$ cat config.mk
export PLATFORM = sky130hd
export DESIGN_NAME = execute_unit
export DESIGN_NICKNAME = d
export VERILOG_FILES = /design/src/rtl/execute_unit.sv
export SDC_FILE = /design/constraint.sdc
export NUM_CORES = 1
export LEC_CHECK = 0
export BUFFER_PORTS_ARGS = -buffer_cell sky130_fd_sc_hd__buf_2
export CORE_ASPECT_RATIO = 1.2
export CORE_MARGIN = 10
export CORE_UTILIZATION = 45
export CTS_CLUSTER_SIZE = 14
export DETAILED_ROUTE_END_ITERATION = 10
export PLACE_DENSITY = 0.66
export SYNTH_ARGS = -nofsm -noshare
export SYNTH_HDL_FRONTEND = slang
export SYNTH_SLANG_ARGS = --single-unit
$ cat constraint.sdc
create_clock -name clock -period 8.55 [get_ports clock]
set_clock_uncertainty 0.2 [all_clocks]
set_input_delay 1.71 -clock clock [delete_from_list [all_inputs] [get_ports clock]]
set_output_delay 1.71 -clock clock [all_outputs]
set_load 0.03 [all_outputs]
$ cat src/rtl/execute_unit.sv
// Y86 execute stage: ALU, condition codes, branch/cmov condition, valid/ready handshake.
// Optional iterative multiplier for OPq ifun 4 is enabled by defining EXECUTE_UNIT_MUL_EN.
module execute_unit #(
    parameter int WIDTH      = 64,
    parameter int STACK_STEP = WIDTH / 8
) (
    input  logic             clock,
    input  logic             reset_n,
    input  logic             in_valid,
    output logic             in_ready,
    input  logic [3:0]       icode,
    input  logic [3:0]       ifun,
    input  logic [WIDTH-1:0] valA,
    input  logic [WIDTH-1:0] valB,
    input  logic [WIDTH-1:0] valC,
    input  logic [3:0]       dstE_in,
    input  logic             cc_block,
    output logic             out_valid,
    input  logic             out_ready,
    output logic [WIDTH-1:0] valE,
    output logic [WIDTH-1:0] valA_out,
    output logic [3:0]       dstE_out,
    output logic             Cnd,
    output logic [2:0]       cc,
    output logic             err
);

    localparam logic [3:0] I_RRMOV = 4'h2;
    localparam logic [3:0] I_IRMOV = 4'h3;
    localparam logic [3:0] I_RMMOV = 4'h4;
    localparam logic [3:0] I_MRMOV = 4'h5;
    localparam logic [3:0] I_OPQ   = 4'h6;
    localparam logic [3:0] I_JXX   = 4'h7;
    localparam logic [3:0] I_CALL  = 4'h8;
    localparam logic [3:0] I_RET   = 4'h9;
    localparam logic [3:0] I_PUSH  = 4'hA;
    localparam logic [3:0] I_POP   = 4'hB;
    localparam logic [WIDTH-1:0] STEP = WIDTH'(STACK_STEP);

    // cc layout is {ZF,SF,OF}
    function automatic logic cond_eval(input logic [3:0] fn, input logic [2:0] c);
        logic lt;
        lt = c[1] ^ c[0];
        case (fn)
            4'd0:    return 1'b1;
            4'd1:    return lt | c[2];
            4'd2:    return lt;
            4'd3:    return c[2];
            4'd4:    return !c[2];
            4'd5:    return !lt;
            4'd6:    return !lt && !c[2];
            default: return 1'b0;
        endcase
    endfunction

    function automatic logic [WIDTH:0] alu_op(input logic [1:0] fn,
                                              input logic signed [WIDTH-1:0] a,
                                              input logic signed [WIDTH-1:0] b);
        logic signed [WIDTH-1:0] r;
        logic                    of;
        of = 1'b0;
        case (fn)
            2'd0: begin
                r  = b + a;
                of = (a[WIDTH-1] == b[WIDTH-1]) && (r[WIDTH-1] != b[WIDTH-1]);
            end
            2'd1: begin
                r  = b - a;
                of = (a[WIDTH-1] != b[WIDTH-1]) && (r[WIDTH-1] != b[WIDTH-1]);
            end
            2'd2:    r = b & a;
            default: r = b ^ a;
        endcase
        return {of, r};
    endfunction

    logic             out_valid_q, cnd_q, err_q;
    logic [WIDTH-1:0] valE_q, valA_out_q;
    logic [3:0]       dstE_q;
    logic [2:0]       cc_q;

    logic             cnd_d, err_d, cc_we, mul_go, accept, idle;
    logic [WIDTH-1:0] valE_d;
    logic [3:0]       dst_d;
    logic [2:0]       cc_new;
    logic [WIDTH:0]   alu_r;

`ifdef EXECUTE_UNIT_MUL_EN
    typedef enum logic [0:0] {S_IDLE = 1'b0, S_MUL = 1'b1} state_t;
    localparam int CNT_W = $clog2(WIDTH);

    state_t           state_q;
    logic [WIDTH-1:0] mcand_q, mplr_q, acc_q, acc_nx;
    logic [CNT_W-1:0] cnt_q;

    assign idle   = (state_q == S_IDLE);
    assign acc_nx = mplr_q[0] ? acc_q + mcand_q : acc_q;
`else
    assign idle = 1'b1;
`endif

    assign in_ready = idle && (!out_valid_q || out_ready);
    assign accept   = in_valid && in_ready;
    assign alu_r    = alu_op(ifun[1:0], valA, valB);

    always_comb begin
        valE_d = '0;
        cnd_d  = 1'b0;
        dst_d  = dstE_in;
        err_d  = 1'b0;
        cc_we  = 1'b0;
        cc_new = cc_q;
        mul_go = 1'b0;
        case (icode)
            I_RRMOV: begin
                valE_d = valA;
                cnd_d  = cond_eval(ifun, cc_q);
                if (!cnd_d) dst_d = 4'hF;
            end
            I_IRMOV:         valE_d = valC;
            I_RMMOV, I_MRMOV: valE_d = valB + valC;
            I_CALL, I_PUSH:  valE_d = valB - STEP;
            I_RET, I_POP:    valE_d = valB + STEP;
            I_JXX:           cnd_d  = cond_eval(ifun, cc_q);
            I_OPQ: begin
                if (ifun < 4'd4) begin
                    valE_d = alu_r[WIDTH-1:0];
                    cc_we  = !cc_block;
                    cc_new = {alu_r[WIDTH-1:0] == '0, alu_r[WIDTH-1], alu_r[WIDTH]};
`ifdef EXECUTE_UNIT_MUL_EN
                end else if (ifun == 4'd4) begin
                    mul_go = 1'b1;
`endif
                end else begin
                    err_d = 1'b1;
                end
            end
            default: ;
        endcase
    end

    // Result/CC registers and the IDLE/MUL sequencer share one clocked block
    always_ff @(posedge clock or negedge reset_n) begin
        if (!reset_n) begin
            out_valid_q <= 1'b0;
            valE_q      <= '0;
            valA_out_q  <= '0;
            dstE_q      <= 4'hF;
            cnd_q       <= 1'b0;
            err_q       <= 1'b0;
            cc_q        <= 3'b100;
`ifdef EXECUTE_UNIT_MUL_EN
            state_q     <= S_IDLE;
            mcand_q     <= '0;
            mplr_q      <= '0;
            acc_q       <= '0;
            cnt_q       <= '0;
`endif
        end else begin
            if (accept) begin
                valE_q      <= valE_d;
                valA_out_q  <= valA;
                dstE_q      <= dst_d;
                cnd_q       <= cnd_d;
                err_q       <= err_d;
                out_valid_q <= !mul_go;
                if (cc_we) cc_q <= cc_new;
            end else if (out_ready) begin
                out_valid_q <= 1'b0;
            end
`ifdef EXECUTE_UNIT_MUL_EN
            if (accept && mul_go) begin
                state_q <= S_MUL;
                mcand_q <= valB;
                mplr_q  <= valA;
                acc_q   <= '0;
                cnt_q   <= '0;
            end
            if (state_q == S_MUL) begin
                acc_q   <= acc_nx;
                mcand_q <= mcand_q << 1;
                mplr_q  <= mplr_q >> 1;
                cnt_q   <= cnt_q + 1'b1;
                // Last shift-add step: publish the product and its flags on this edge
                if (cnt_q == CNT_W'(WIDTH - 1)) begin
                    state_q     <= S_IDLE;
                    out_valid_q <= 1'b1;
                    valE_q      <= acc_nx;
                    if (!cc_block) cc_q <= {acc_nx == '0, acc_nx[WIDTH-1], 1'b0};
                end
            end
`endif
        end
    end

    assign out_valid = out_valid_q;
    assign valE      = valE_q;
    assign valA_out  = valA_out_q;
    assign dstE_out  = dstE_q;
    assign Cnd       = cnd_q;
    assign err       = err_q;
    assign cc        = cc_q;

endmodule

# Word-level counts from Yosys, hierarchy flattened
# Cells that the tools add are included.
# totals
regBits	138
in_bits	209
output_inout_bits	139
wordCells	71
# op_classes
add_sub_neg	5
n_lt_le_gt_ge	1
n_eq_ne	22
mux	15
n_bitwise	4
reduce_logical	17
# op_table
cell	n
case mux 64 bit (6 select lines)	1
case mux 64 bit (3 select lines)	1
adder 64 bit	2
adder 64 x 4 -> 64 bit, second input constant	1
AND 64 bit	1
logical NOT 64 bit	1
two-way mux 64 bit	1
subtractor 64 x 4 -> 64 bit, second input constant	1
subtractor 64 bit	1
XOR 64 bit	1
equality test 4 x 3 -> 1 bit, second input constant	7
equality test 4 x 2 -> 1 bit, second input constant	4
equality test 4 bit, second input constant	4
two-way mux 4 bit	2
two-way mux 1 bit	7
case mux 1 bit (7 select lines)	1
OR reduction 2 bit	3
equality test 4 x 1 -> 1 bit, second input constant	1
logical AND 1 bit	4
logical NOT 1 bit	4
logical NOT 4 bit	1
less-than comparator 4 x 3 -> 1 bit, second input constant	1
case mux 1 bit (2 select lines)	2
AND reduction 4 bit	1
9 further kinds	11

# Logic depth before layout (Yosys ltp)
# depth
depth_word	7
ltp_mapped	21
ltp_nobuf	17

# Worst setup path before layout
# No wires, ideal clock.
# synth_timing
path_kind	in2reg
startpoint	input icode[2]
endpoint	register valE_q[60], in the netlist valE[60]
setup_ps	126
arrival_time_ps	7362
required_ps	8224
slack_ps	862
cell_stages	21
path_buffers	5
path_cell_list	clkbuf_1 nor2b_1 clkbuf_1 clkbuf_1 buf_1 nand2_1 ha_1 clkbuf_1 a21o_1 a31oi_1 o21ai_0 a221oi_1 a21oi_1 a211oi_2 a311oi_1 o41ai_2 o22ai_1 a221oi_1 xor2_1 o211ai_1 a221o_1
# synth_between
elab_chain_len	3
elab_cells_between_ends	13
classes_between	eq/ne: 9; mux: 1; reduce/logical: 3
# synth_rtl
item	line	text
start: declaration	11	input logic [3:0] icode,
equality test 4 bit or equality test 4 x 3 -> 1 bit (tied branches)	114	case (icode)
OR reduction 2 bit	114	
case mux 64 bit (6 select lines) *	114	
end signal: assignment	161	valE_q <= valE_d;
end: declaration	78	logic [WIDTH-1:0] valE_q, valA_out_q;
# Mark *: on every way between the ends. The rest lies on a longest branch, timed or not.
# A chain may end at the register's enable or synchronous reset.

# Final worst setup path
# layout_timing
startpoint	input valA[17]
endpoint	register cc_q[2], in the netlist cc[2]
# layout_between
elab_chain_len	3
elab_cells_between_ends	6
classes_between	add/sub: 2; mux: 1; bitwise: 2; reduce/logical: 1
# layout_rtl
item	line	text
start: declaration	13	input logic [WIDTH-1:0] valA,
subtractor 64 bit (tied with other cells)	68	r = b - a;
case mux 64 bit (3 select lines) *	62	case (fn)
logical NOT 64 bit *	129	cc_new = {alu_r[WIDTH-1:0] == '0, alu_r[WIDTH-1], alu_r[WIDTH]};
end signal: assignment	167	if (cc_we) cc_q <= cc_new;
end: declaration	80	logic [2:0] cc_q;
# Marks and branches as above.

==> flow_summary.yaml <==
sta:
  min_period_ns: 7.14
  rsz0062_at_grt: "false"
  tns_ns: 0
  final_hold_viol_count: 0
  setup_viol: 0
  tightestPinTransition_ns: 1.33
  drv_slew: 0
  maxSlewHeadroom: 0.108
  layout_worst_path_cycle_share: 0.835
  whs_ns: 0.275
  fmax_ghz: 0.140
  fin_ws_ns: 1.41
synth:
  syn_inst: 3368
  yosysMostFrequentCell: "a21oi_1"
  ys.flop_type: "dfrtp_1"
  async_reset_ff_frac: 1.00
  synth_cell_types: 93
  syn_avg_cell_area_um2: 7.13
  yosysWarnings: 0
  synth_fp_nets: 3831
  syn_area_um2: 24000
  yosys.area.top_type: "dfrtp_1"
  synthTopCellsByArea: "dfrtp_1 (14%), ha_1 (13%), a21oi_1 (7.1%), o21ai_0 (6.4%), nand2_1 (5.3%)"
  synth_common_cells: "a21oi_1 (341), nand2_1 (339), o21ai_0 (305), ha_1 (250), nor2_1 (226)"
  synth_enable_flop_cells: 0
  ys_seq_area_frac: 0.144
  ys_ff_latch: 138
  synth.top_cell.area_share: 0.139
hold_path:
  min_path_type: "register to register"
  hold_depth: 2
  hold_path_end: "valA_out[54]"
  min_from: "valA_out[54]"
critical_path:
  path_class: "input pin to register"
  slowest_delay_ns: 1.00
  crit_chain: "buf_2, inv_1, ha_1, inv_1, a21oi_1, nand2_1, o41ai_1, nor3_1, a41o_1, a211oi_1, nand2_1, or4_1, or4_1, nor4_1, nand4_1, nand2_1"
  end_kind: "register"
  cpMostUsedCell: "nand2_1"
  cp_data_required_time_ns: 8.80
  ff2ff_path_depth: 12
  crit_path_top_delay_cell: "o41ai_1"
  cp_max_fo: 14
  cp_data_arrival_time_ns: 7.39
  r2r_start: "out_valid"
  r2r_setup_slack_ns: 3.82
  worstReg2RegEnd: "cc[2]"
  crit_path_start_kind: "input pin"
routing:
  routedWlPerCell_um: 30.6
  routed_wl_mm: 131
  vias: 29731
  vias_per_cell: 6.93
  firstDrtPassIters: 8
  drt-initial-drc-count: 3841
  ant_nets: 0
  remaining_drc_errors: 0
grt:
  antenna_found_initial: 19
  grt_max_degree: 88
  grt_pass1_wl_mm: 189
  gr-total-overflow: 0
  grt_pass1_vias: 28466
  grt_use_total: 0.401
placed_design:
  place_hpwl_mm: 104
  portBuffers: 347
  dp_worst_setup_slack_ns: 1.18
  dp.cells: 4254
  gp_congestion: 1.12
  place_area_um2: 26200
floorplanning:
  rows: 92
  pin_count: 348
  die_h_um: 273
  die_w_um: 231
  initial_core_util: 0.455
  die_area_um2: 63000
  design.core.area_um2: 52700
outcome:
  status: "finished clean"
clock_tree:
  clk_pin_slew_ns: 0.07
  clk_latency_ns: 0.51
  cts_hold_buf: 0
  cts-resized-gates: 0
  cts_tree: "done"
  cts_inserted_buffers: 17
  post_cts_buffers: 0
  clockBufferDepth: 2
  clkSinkCount: 138
  root_buffer: "clkbuf_16"
  htree_levels: 4
layout:
  nets: 4031
  syn_to_final_growth_pct: 11.7
  final_cells: 4291
  nFillCells: 5548
  drive_above_1_share: 0.135
  final_cell_area_um2: 26800
job:
  timing.max_cap.violations: 0
pwr:
  p_leak_nw: 12.0
  ir_worst_vdd_mv: 0.153
  p_per_area_nw_per_um2: 140
## worst max-delay path: cells and delay by family
kind | cells | cell delay, ns
adders and majority gates | 1 | 0.56
and+or+nand+nor | 8 | 2.17
AOI/OAI and AO/OA | 4 | 2.52
buffers and inverters | 3 | 0.42
## report_power, final
group          total [mW]  internal [mW]  leakage [nW]  switching (mW)
combinational        2.16          0.685          9.95            1.48
sequential          0.793          0.734          1.77          0.0588
clock               0.807          0.434         0.280           0.372
total                3.76           1.85          12.0            1.91
## layout by cell type (no fill, tap or decap), types with 23 or more instances in the layout
cell / count
buf_2: 345
a21oi_1: 341
nand2_1: 337
o21ai_0: 305
ha_1: 250
nor2_1: 224
inv_1: 165
dfrtp_1: 133
a21o_1: 116
xnor2_1: 95
nand3_1: 80
nor3_1: 67
a31oi_1: 60
nand4_1: 59
xor2_1: 56
a222oi_1: 52
nor2b_1: 49
o31ai_1: 46
mux2i_1: 44
nand2b_1: 43
buf_4: 42
a211oi_1: 39
o211ai_1: 39
nor4_1: 38
o21bai_1: 38
o221ai_1: 30
a22oi_1: 28
a221oi_1: 27
o21a_1: 27
and3_1: 26
a22o_1: 26
or3_1: 23
## logic make-up (layout without fill, tap and decap cells)
group                      count (synthesis)  in the layout  synth area share
other                                      0              5                 0
AOI/OAI and AO/OA                       1353           1353             0.374
DFF                                      138            138             0.144
buffers and inverters                    376            589            0.0594
xor gates and xnor gates                 151            151            0.0551
muxes                                     51             51            0.0221
and+or+nand+nor                         1044           1044             0.211
adders and majority gates                255            255             0.134
## sequential cells by signal (all words and copies together) (netlist names)
register   count
valE          64
dstE_out       4
Cnd            1
cc             3
out_valid      1
valA_out      64
err            1
## cell type report
class,instances,area (µm²),area share
inverter,169,634,0.0237
timing repair buffer,388,2050,0.0766
sequential,138,3460,0.129
multi-input combinational,2854,19200,0.715
clock buffer,18,429,0.0160
antenna,5,12.5,0.000467
tap,705,882,0.0329
clock inverter,14,160,0.00597
## worst max path at each step
stage | to | from | slack (ns) | cells past startpoint
floorplan | valE[60] | icode[2] | 0.86 | 21
global placement | cc[2] | valA[17] | 1.25 | 16
detailed placement | cc[2] | valA[17] | 1.18 | 16
CTS | cc[2] | valA[17] | 1.70 | 16
global route | cc[2] | valA[17] | 1.25 | 16
finish | cc[2] | valA[17] | 1.41 | 16
## through the flow
stage          total power, mW   util
2_1_floorplan             2.14      -
3_3_place_gp              2.88  0.497
3_5_place_dp              2.87  0.497
4_1_cts                   3.69  0.508
5_1_grt                   3.93  0.508
6_report                  3.76  0.508
## layer usage
metal | track usage | wire (µm) | vias to the layer above
met5 | 0 | 147 | -
met4 | 0.377 | 14600 | 22
met3 | 0.111 | 13800 | 602
met2 | 0.636 | 57900 | 2082
met1 | 0.426 | 45000 | 13842
li1 | - | - | 13183
No activity file was read; power rests on OpenSTA's default activity.
